$ cat src/rtl/fir_128_mdc_package.sv
// Shared types and default sizing for the FIR-128 MDC control sequencer.
package fir_128_mdc_package;

    localparam int unsigned FIR_AW_DEFAULT   = 32;
    localparam int unsigned FIR_LW_DEFAULT   = 16;
    localparam int unsigned TILE_MAX_DEFAULT = 128;

    typedef enum logic [2:0] {
        IDLE,
        LOAD,
        START,
        WAIT,
        DONE
    } ctrl_state_t;

    // Job registers as presented by the register file.
    typedef struct packed {
        logic [FIR_AW_DEFAULT-1:0] x_base;
        logic [FIR_AW_DEFAULT-1:0] y_base;
        logic [FIR_LW_DEFAULT-1:0] len;
    } ctrl_fsm_cfg_t;

endpackage

$ cat src/rtl/fir_128_mdc_tile_cnt.sv
// Tile datapath: remaining length, running source/sink addresses, tile index
// and the size of the tile currently in flight.
module fir_128_mdc_tile_cnt
    import fir_128_mdc_package::*;
#(
    parameter int unsigned AW       = FIR_AW_DEFAULT,
    parameter int unsigned LW       = FIR_LW_DEFAULT,
    parameter int unsigned TILE_MAX = TILE_MAX_DEFAULT
) (
    input  logic          clk_i,
    input  logic          clear_i,
    input  logic          load_i,
    input  logic [AW-1:0] x_base_i,
    input  logic [AW-1:0] y_base_i,
    input  logic [LW-1:0] len_i,
    input  logic          latch_tsz_i,
    input  logic          step_i,
    output logic [LW-1:0] tsz_o,
    output logic [AW-1:0] xa_o,
    output logic [AW-1:0] ya_o,
    output logic [LW-1:0] tile_idx_o,
    output logic          empty_o,
    output logic          last_o
);

    logic [LW-1:0] rem_q;
    logic [LW-1:0] tsz_q;
    logic [LW-1:0] idx_q;
    logic [AW-1:0] xa_q;
    logic [AW-1:0] ya_q;
    logic [LW-1:0] tsz_next;
    logic [AW-1:0] byte_step;

    // Next tile size is min(rem, TILE_MAX); byte stride is 4*tsz zero-extended.
    always_comb begin
        tsz_next  = (rem_q < LW'(TILE_MAX)) ? rem_q : LW'(TILE_MAX);
        byte_step = AW'({tsz_q, 2'b00});
    end

    // Load on job start, capture tile size per tile, advance on tile completion.
    always_ff @(posedge clk_i) begin
        if (clear_i) begin
            rem_q <= '0;
            tsz_q <= '0;
            idx_q <= '0;
            xa_q  <= '0;
            ya_q  <= '0;
        end else if (load_i) begin
            rem_q <= len_i;
            idx_q <= '0;
            xa_q  <= x_base_i;
            ya_q  <= y_base_i;
        end else begin
            if (latch_tsz_i) begin
                tsz_q <= tsz_next;
            end
            if (step_i) begin
                rem_q <= rem_q - tsz_q;
                xa_q  <= xa_q + byte_step;
                ya_q  <= ya_q + byte_step;
                idx_q <= idx_q + LW'(1);
            end
        end
    end

    assign tsz_o      = tsz_q;
    assign xa_o       = xa_q;
    assign ya_o       = ya_q;
    assign tile_idx_o = idx_q;
    assign empty_o    = (rem_q == '0);
    // The tile in flight consumes everything that is left.
    assign last_o     = (rem_q == tsz_q);

endmodule

$ cat src/rtl/fir_128_mdc_ctrl_fsm.sv
// Job sequencer: splits a job into tiles, kicks source and sink per tile and
// waits for both done pulses before moving on; flags end of job.
module fir_128_mdc_ctrl_fsm
    import fir_128_mdc_package::*;
#(
    parameter int unsigned AW       = FIR_AW_DEFAULT,
    parameter int unsigned LW       = FIR_LW_DEFAULT,
    parameter int unsigned TILE_MAX = TILE_MAX_DEFAULT
) (
    input  logic          clk_i,
    input  logic          rst_i,
    input  logic          clear_i,
    input  logic          start_i,
    input  logic [AW-1:0] x_base_i,
    input  logic [AW-1:0] y_base_i,
    input  logic [LW-1:0] len_i,
    output logic          src_req_o,
    output logic [AW-1:0] src_addr_o,
    output logic [LW-1:0] src_size_o,
    input  logic          src_done_i,
    output logic          snk_req_o,
    output logic [AW-1:0] snk_addr_o,
    output logic [LW-1:0] snk_size_o,
    input  logic          snk_done_i,
    output logic          eng_clear_o,
    output logic          busy_o,
    output logic          evt_done_o,
    output logic [LW-1:0] tile_idx_o
);

    ctrl_state_t   state_q, state_d;
    logic          sdl_q, sdl_d;
    logic          kdl_q, kdl_d;
    logic [AW-1:0] src_addr_q;
    logic [AW-1:0] snk_addr_q;
    logic          kill;
    logic          src_seen, snk_seen;
    logic          cnt_load, cnt_latch, cnt_step;
    logic          cnt_empty, cnt_last;
    logic [AW-1:0] cnt_xa, cnt_ya;
    logic [LW-1:0] cnt_tsz;

    assign kill = rst_i | clear_i;

    fir_128_mdc_tile_cnt #(
        .AW       (AW),
        .LW       (LW),
        .TILE_MAX (TILE_MAX)
    ) u_tile_cnt (
        .clk_i       (clk_i),
        .clear_i     (kill),
        .load_i      (cnt_load),
        .x_base_i    (x_base_i),
        .y_base_i    (y_base_i),
        .len_i       (len_i),
        .latch_tsz_i (cnt_latch),
        .step_i      (cnt_step),
        .tsz_o       (cnt_tsz),
        .xa_o        (cnt_xa),
        .ya_o        (cnt_ya),
        .tile_idx_o  (tile_idx_o),
        .empty_o     (cnt_empty),
        .last_o      (cnt_last)
    );

    // Next-state, done latching and pulse outputs; reset/clear overrides everything.
    always_comb begin
        state_d     = state_q;
        sdl_d       = sdl_q;
        kdl_d       = kdl_q;
        cnt_load    = 1'b0;
        cnt_latch   = 1'b0;
        cnt_step    = 1'b0;
        eng_clear_o = 1'b0;
        src_req_o   = 1'b0;
        snk_req_o   = 1'b0;
        evt_done_o  = 1'b0;
        src_seen    = sdl_q | src_done_i;
        snk_seen    = kdl_q | snk_done_i;

        unique case (state_q)
            IDLE: begin
                if (start_i) begin
                    cnt_load    = 1'b1;
                    eng_clear_o = 1'b1;
                    state_d     = LOAD;
                end
            end
            LOAD: begin
                sdl_d = 1'b0;
                kdl_d = 1'b0;
                if (cnt_empty) begin
                    state_d = DONE;
                end else begin
                    cnt_latch = 1'b1;
                    state_d   = START;
                end
            end
            START, WAIT: begin
                // Dones arriving with the req pulse count, so a tile can finish
                // straight from START and keep the done-to-next-req latency fixed.
                if (state_q == START) begin
                    src_req_o = 1'b1;
                    snk_req_o = 1'b1;
                end
                sdl_d   = src_seen;
                kdl_d   = snk_seen;
                state_d = WAIT;
                if (src_seen && snk_seen) begin
                    cnt_step = 1'b1;
                    sdl_d    = 1'b0;
                    kdl_d    = 1'b0;
                    state_d  = cnt_last ? DONE : LOAD;
                end
            end
            DONE: begin
                evt_done_o = 1'b1;
                state_d    = IDLE;
            end
            default: state_d = IDLE;
        endcase

        if (kill) begin
            state_d     = IDLE;
            sdl_d       = 1'b0;
            kdl_d       = 1'b0;
            cnt_load    = 1'b0;
            cnt_latch   = 1'b0;
            cnt_step    = 1'b0;
            eng_clear_o = 1'b0;
            src_req_o   = 1'b0;
            snk_req_o   = 1'b0;
            evt_done_o  = 1'b0;
        end
    end

    // State and done-latch registers.
    always_ff @(posedge clk_i) begin
        if (rst_i || clear_i) begin
            state_q <= IDLE;
            sdl_q   <= 1'b0;
            kdl_q   <= 1'b0;
        end else begin
            state_q <= state_d;
            sdl_q   <= sdl_d;
            kdl_q   <= kdl_d;
        end
    end

    // Tile addresses are frozen at LOAD so they hold while the counters advance.
    always_ff @(posedge clk_i) begin
        if (rst_i || clear_i) begin
            src_addr_q <= '0;
            snk_addr_q <= '0;
        end else if (cnt_latch) begin
            src_addr_q <= cnt_xa;
            snk_addr_q <= cnt_ya;
        end
    end

    assign src_addr_o = src_addr_q;
    assign snk_addr_o = snk_addr_q;
    assign src_size_o = cnt_tsz;
    assign snk_size_o = cnt_tsz;
    assign busy_o     = (state_q != IDLE);

endmodule

$ cat config.mk
export PLATFORM = sky130hd
export DESIGN_NAME = fir_128_mdc_ctrl_fsm
export DESIGN_NICKNAME = d
export VERILOG_FILES = /design/src/rtl/fir_128_mdc_package.sv /design/src/rtl/fir_128_mdc_tile_cnt.sv /design/src/rtl/fir_128_mdc_ctrl_fsm.sv
export SDC_FILE = /design/constraint.sdc
export NUM_CORES = 1
export LEC_CHECK = 0
export CORE_MARGIN = 1
export CORE_UTILIZATION = 47
export DETAILED_ROUTE_END_ITERATION = 7
export GPL_TIMING_DRIVEN = 0
export PLACE_DENSITY = 0.82
export SKIP_LAST_GASP = 1
export SYNTH_ARGS = -nofsm -noshare
export SYNTH_HDL_FRONTEND = slang
export SYNTH_HIERARCHICAL = 1
export SYNTH_SLANG_ARGS = --single-unit
$ cat constraint.sdc
create_clock -name clk_i -period 2.65 [get_ports clk_i]
set_clock_uncertainty 0.05 [all_clocks]
set_input_delay 0.3975 -clock clk_i [delete_from_list [all_inputs] [get_ports clk_i]]
set_output_delay 0.3975 -clock clk_i [all_outputs]
set_load 0.01 [all_outputs]
# ---- Yosys cells after proc, flatten, opt, wreduce, memory -nomap -nowiden
# Cells that the tools add are included.
dict set report word_totals {
  inputBits 86
  memories 0
  register_bits 181
  wordCells 66
  latchBits 0
  romBits 0
  ram_bits 0
  out_inout_bits 117
}
dict set report op_classes {
  shift 0
  magnitude_cmp 1
  multipliers 0
  n_reduce_logical 11
  addsub 4
  bitwise_logic 4
  n_eq_ne 6
  n_mux 30
  div_mod_pow 0
}
# cell n
set op_table {}
lappend op_table {{2-to-1 mux 32 bit} 4}
lappend op_table {{adder 32 x 18 -> 32 bit} 2}
lappend op_table {{2-to-1 mux 16 bit} 3}
lappend op_table {{adder 16 x 1 -> 16 bit, second input constant} 1}
lappend op_table {{equality test 16 bit} 1}
lappend op_table {{zero test 16 bit} 1}
lappend op_table {{less-than comparator 16 x 8 -> 1 bit, second input constant} 1}
lappend op_table {{2-to-1 mux 1 bit} 16}
lappend op_table {{subtractor 16 bit} 1}
lappend op_table {{2-to-1 mux 3 bit} 4}
lappend op_table {{one-hot mux 3 bit (3 select lines)} 1}
lappend op_table {{equality test 3 x 2 -> 1 bit, second input constant} 2}
lappend op_table {{OR reduction 2 bit} 3}
lappend op_table {{one-hot mux 1 bit (2 select lines)} 2}
lappend op_table {{nonzero test 2 bit} 2}
lappend op_table {{equality test 3 x 1 -> 1 bit, second input constant} 1}
lappend op_table {{equality test 3 bit, second input constant} 1}
lappend op_table {{zero test 3 bit} 1}
lappend op_table {{bitwise OR 1 bit} 3}
lappend op_table {{nonzero test 3 bit} 1}
lappend op_table {{inequality test 2 bit, second input constant} 1}
lappend op_table {{AND reduction 2 bit} 1}
lappend op_table {{logical AND 1 bit} 1}
lappend op_table {{logical OR 1 bit} 1}
lappend op_table {{NOT 1 bit} 1}

# ---- Depth between registers and ports, before layout
dict set report depth {
  word_depth 7
  depth_mapped 12
  depth_no_buf 11
}

# ---- By module
# Netlist, hierarchy kept.
# mod instances cells_per_inst area_per_inst_um2
set by_module_without_submodules {}
lappend by_module_without_submodules {fir_128_mdc_tile_cnt 1 950 7464.7}
lappend by_module_without_submodules {fir_128_mdc_ctrl_fsm 1 331 2652.5}

# ---- Least setup slack after synthesis
# Ideal clock, no wire load.
dict set report synth_path {
  path_type {reg2reg}
  from {register u_tile_cnt.rem_q[11]}
  to {register u_tile_cnt.tsz_q[7], in the netlist u_tile_cnt/tsz_o[7]}
  stages_incl_launch_ff 12
  arrival_time_ns 2.798
  n_path_buf 3
  slack_ns -0.283
  path_cell_list {dfxtp_1 nor4_1 nand2_1 nor4_1 and3_1 or4b_1 clkbuf_1 nor2_1 nor2b_1 clkbuf_1 clkbuf_1 a211oi_1}
}
dict set report synth_via {
  elab_chain_cells 5
}
# item line
set synth_lines {}
lappend synth_lines {{start, declared} fir_128_mdc_tile_cnt.sv:26} ;# logic [LW-1:0] rem_q;
lappend synth_lines {{start signal, assigned} fir_128_mdc_tile_cnt.sv:49} ;# rem_q <= len_i;
lappend synth_lines {{start signal, assigned} fir_128_mdc_tile_cnt.sv:58} ;# rem_q <= rem_q - tsz_q;
lappend synth_lines {{zero test 16 bit} fir_128_mdc_tile_cnt.sv:70} ;# assign empty_o = (rem_q == '0);
lappend synth_lines {{via cnt_empty} fir_128_mdc_ctrl_fsm.sv:39} ;# logic cnt_empty, cnt_last;
lappend synth_lines {{2-to-1 mux 1 bit} fir_128_mdc_ctrl_fsm.sv:92} ;# if (cnt_empty) begin
lappend synth_lines {{2-to-1 mux 1 bit} fir_128_mdc_ctrl_fsm.sv:81} ;# unique case (state_q)
lappend synth_lines {{2-to-1 mux 1 bit} fir_128_mdc_ctrl_fsm.sv:123} ;# if (kill) begin
lappend synth_lines {{via cnt_latch} fir_128_mdc_ctrl_fsm.sv:38} ;# logic cnt_load, cnt_latch, cnt_step;
lappend synth_lines {{AND reduction 2 bit (no line)} n/a}
lappend synth_lines {{end signal, assigned} fir_128_mdc_tile_cnt.sv:55} ;# tsz_q <= tsz_next;
lappend synth_lines {{end, declared} fir_128_mdc_tile_cnt.sv:27} ;# logic [LW-1:0] tsz_q;
# The timed path passes the listed nets, and every way through them passes these cells.
# A chain may end at the register's enable or synchronous reset.

# ---- Worst setup path in the final report
dict set report layout_path {
  from {register u_tile_cnt.tsz_q[0], in the netlist u_tile_cnt/tsz_o[0]}
  to {register u_tile_cnt.xa_q[28], in the netlist u_tile_cnt/xa_o[28]}
}
dict set report layout_via {
  elab_chain_cells 3
}
# item line
set layout_lines {}
lappend layout_lines {{adder 32 x 18 -> 32 bit} fir_128_mdc_tile_cnt.sv:59} ;# xa_q <= xa_q + byte_step;
lappend layout_lines {{2-to-1 mux 32 bit} fir_128_mdc_tile_cnt.sv:57} ;# if (step_i) begin
lappend layout_lines {{2-to-1 mux 32 bit} fir_128_mdc_tile_cnt.sv:48} ;# end else if (load_i) begin
lappend layout_lines {{end signal, assigned} fir_128_mdc_tile_cnt.sv:51} ;# xa_q <= x_base_i;
lappend layout_lines {{end signal, assigned} fir_128_mdc_tile_cnt.sv:59}
lappend layout_lines {{end, declared} fir_128_mdc_tile_cnt.sv:29} ;# logic [AW-1:0] xa_q;
# Every way passes these cells. The select of a mux whose other input is x is not followed.

==> flow_summary.ini <==
[synthesis]
yosysMostFrequentCell = nand2_1
yosys_warnings = 6
synth_edf_count = 0
synthCells = 1281
synth-main-ff-cell = dfxtp_1
synth-async-reset-ratio = 0
syn_nets = 1418
synthesis.area_mm2 = 0.0101
seq_area_frac_synth = 0.358
ys_ff_latch = 181
yosysTopAreaCellShare = 0.358
synthTopCellsByCount = nand2_1, dfxtp_1, a21oi_1
synth_top_area_cell = dfxtp_1
avgSynthCellArea_um2 = 7.90
yosys-top-cells-area = dfxtp_1, a21oi_1, nand2_1
yosysUniqueCellTypes = 70

[layout]
antennaDiodeCount = 0
area_growth_syn_to_layout_pct = 35.5
multi_input_area_mm2 = 0.00623
ff_latch_area_mm2 = 0.00365
fillers = 1842
layout.nets = 1657
drive_above_1_share = 0.129

[timing]
tns_ns = -0.0497
max_slew_margin = 0.436
whs_ns = 0.317
hold_violations = 0
fin_crit_ns = 2.69
setup_viol = 3
fin_crit_sh = 1.01
tightest_slew_ns = 0.846
drv_slew = 0
rsz0062_at_grt = true
setup_ws_ns = -0.0377
fmax_ghz = 0.372

[routing]
drt_iter0_markers = 916
wl_per_cell_um = 19.9
via_count = 10800
drc = 0
drt-pass1-iter-count = 8
postRouteAntennaNets = 0
avgViaCountPerCell = 5.95
drt_wl_total_mm = 36.0

[placement]
hpwl_mm = 26.2
port_buffers = 202
gp_congestion = 0.933

[worst_setup_path]
crit_chain = ha_4 -> fa_2 -> a21o_1 -> a21oi_2 -> o211a_4 -> or4_4 -> buf_12 -> a2111oi_4 -> xnor2_1 -> a211oi_2
r2r-end = u_tile_cnt/xa_o[28]$_SDFFE_PP0N_
r2r-start = u_tile_cnt/tsz_o[0]$_SDFFE_PP0P_
critPathTopFamily = compound AO/OA/AOI/OAI gates
reg2regPathDepth = 10
path_class = flop to flop
critical_path.slowest_cell = or4_4
timing.critical_path.to_type = flop
cp-start-kind = flop
required_ns = 2.89
worst-path-max-fanout = 7
critPathMaxStageDelay_ns = 0.50
worst_ep_arrival_time_ns = 2.93
crit_buf_inv = 1
r2r_setup_slack_ns = -0.04

[clock_tree]
clk_root_buffer_cell = clkbuf_16
cts_max_level = 4
cts_num_sinks = 181
clock_path_buffers = 2
holdBufCountCts = 0
clock_latency_ns = 0.44
cts_tree = done
clkTransAtPathRegs_ns = 0.07
cts_buffers = 17

[global_route]
grt_pass1_vias = 10100
antenna_found_initial = 0
track_usage = 0.325
grt_pass1_wl_mm = 54.9
grt_max_degree = 18
grt_overflow_total = 0

[run]
cap_violations = 0

[power]
peakVddDrop_mv = 0.421
p_total_w = 0.00579
p_per_area_mw_per_mm2 = 423
leakage_nw = 4.92

[run_status]
status = finished with violations
failed_checks = setup timing

[floorplan]
num_rows = 53
io_pins = 203
initial_core_util = 0.480
dieArea_mm2 = 0.0221
die-width_um = 149
chipHeight_um = 149
core-area_mm2 = 0.0211

[worst_hold_path]
min_to = state_q[1]$_SDFFE_PN0P_
worstHoldPathType = input pin to flop
holdPathStages = 4
min_from = rst_i
==> per-stage QoR <==
step,cells,utilization,cell area [um^2],worst slack (ns)
CTS,1799,0.636,13400,-0.0310
detailed placement,1758,0.593,12500,-2.44
floorplan,1281,-,10100,-0.0121
global route,1808,0.650,13700,-0.190
finish,1808,0.650,13700,-0.0377
global placement,1758,0.593,12500,-2.44
==> tightest hold or removal path, stage by stage <==
cell and delay, ns:
dlymetal6s2s_1 0.11, nor3_1 0.07, o31ai_1 0.12, nor2_1 0.06
==> cell families after synthesis <==
| family | Yosys count | synth area share |
|---|---|---|
| simple gates | 457 | 0.206 |
| compound gates | 387 | 0.240 |
| flops | 181 | 0.358 |
| buf+inv | 129 | 0.0612 |
| xor+xnor | 55 | 0.0476 |
| fa+ha+maj | 51 | 0.0653 |
| mux | 21 | 0.0210 |
==> layout by cell type, fill, tap and decap left out, drive strengths merged, types with 5 or more instances in the layout <==
master         instances
nor2b                  7
clkdlybuf4s50        200
a221oi                 5
and4                   6
a31oi                 10
nand3                 24
ha                    48
mux2i                 19
o22ai                 10
o21bai                12
o211ai                 6
a21o                  21
nor2                 111
clkbuf                69
and3                  22
or3                   13
nand4                 20
o21ai                 46
nand2                192
buf                   60
or2                    5
xor2                  20
dfxtp                181
a21oi                171
nand2b                 5
xnor2                 35
inv                   42
nor4                   8
a211oi                49
a211o                  7
o21a                   9
a311oi                11
nor3                  29
==> how the worst max path moves through the flow <==
stage | startpoint | endpoint | slack, ns | cells past startpoint
2_1_floorplan | u_tile_cnt/tsz_o[0]$_SDFFE_PP0P_ | u_tile_cnt/xa_o[28]$_SDFFE_PP0N_ | -0.01 | 10
3_3_place_gp | clear_i | u_tile_cnt/rem_q[13]$_SDFFE_PP0N_ | -2.44 | 10
3_5_place_dp | clear_i | u_tile_cnt/ya_o[26]$_SDFFE_PP0N_ | -2.44 | 10
4_1_cts | clear_i | u_tile_cnt/xa_o[30]$_SDFFE_PP0N_ | -0.03 | 11
5_1_grt | state_q[1]$_SDFFE_PN0P_ | u_tile_cnt/ya_o[31]$_SDFFE_PP0N_ | -0.19 | 11
6_report | u_tile_cnt/tsz_o[0]$_SDFFE_PP0P_ | u_tile_cnt/xa_o[28]$_SDFFE_PP0N_ | -0.04 | 10
==> layout make-up <==
type,count,share of cell area
clock buffer,18,0.0320
timing repair buffer,225,0.161
sequential,181,0.266
multi-input combinational,971,0.454
inverter,36,0.00986
clock inverter,14,0.00894
buffer,88,0.0423
tap,275,0.0251
==> routing by layer <==
metal / up-vias / GRT usage / share of wire
met4: 0 / 0.125 / 0.036
met1: 5037 / 0.425 / 0.41
met5: - / 0 / 0
met3: 98 / 0.0564 / 0.093
met2: 555 / 0.531 / 0.46
li1: 5075 / - / -
==> power breakdown <==
group          internal (W)  switching (W)
combinational      0.000258       0.000320
sequential          0.00274      0.0000280
clock               0.00126        0.00119
total               0.00425        0.00154
==> sequential cells by signal (all words and copies together), names as in the netlist <==
register               flops
kdl_q                      1
sdl_q                      1
snk_addr_o                32
src_addr_o                32
state_q                    3
u_tile_cnt/rem_q          16
u_tile_cnt/tile_idx_o     16
u_tile_cnt/tsz_o          16
u_tile_cnt/xa_o           32
u_tile_cnt/ya_o           32
==> what timing repair did <==
action,4_1_cts,5_1_grt
cloned,0,0
setup buffers,11,12
endpoints found under the setup margin,178,93
gates resized for setup,76,70
pin swaps,12,24
(Power assumes the default switching activity.)
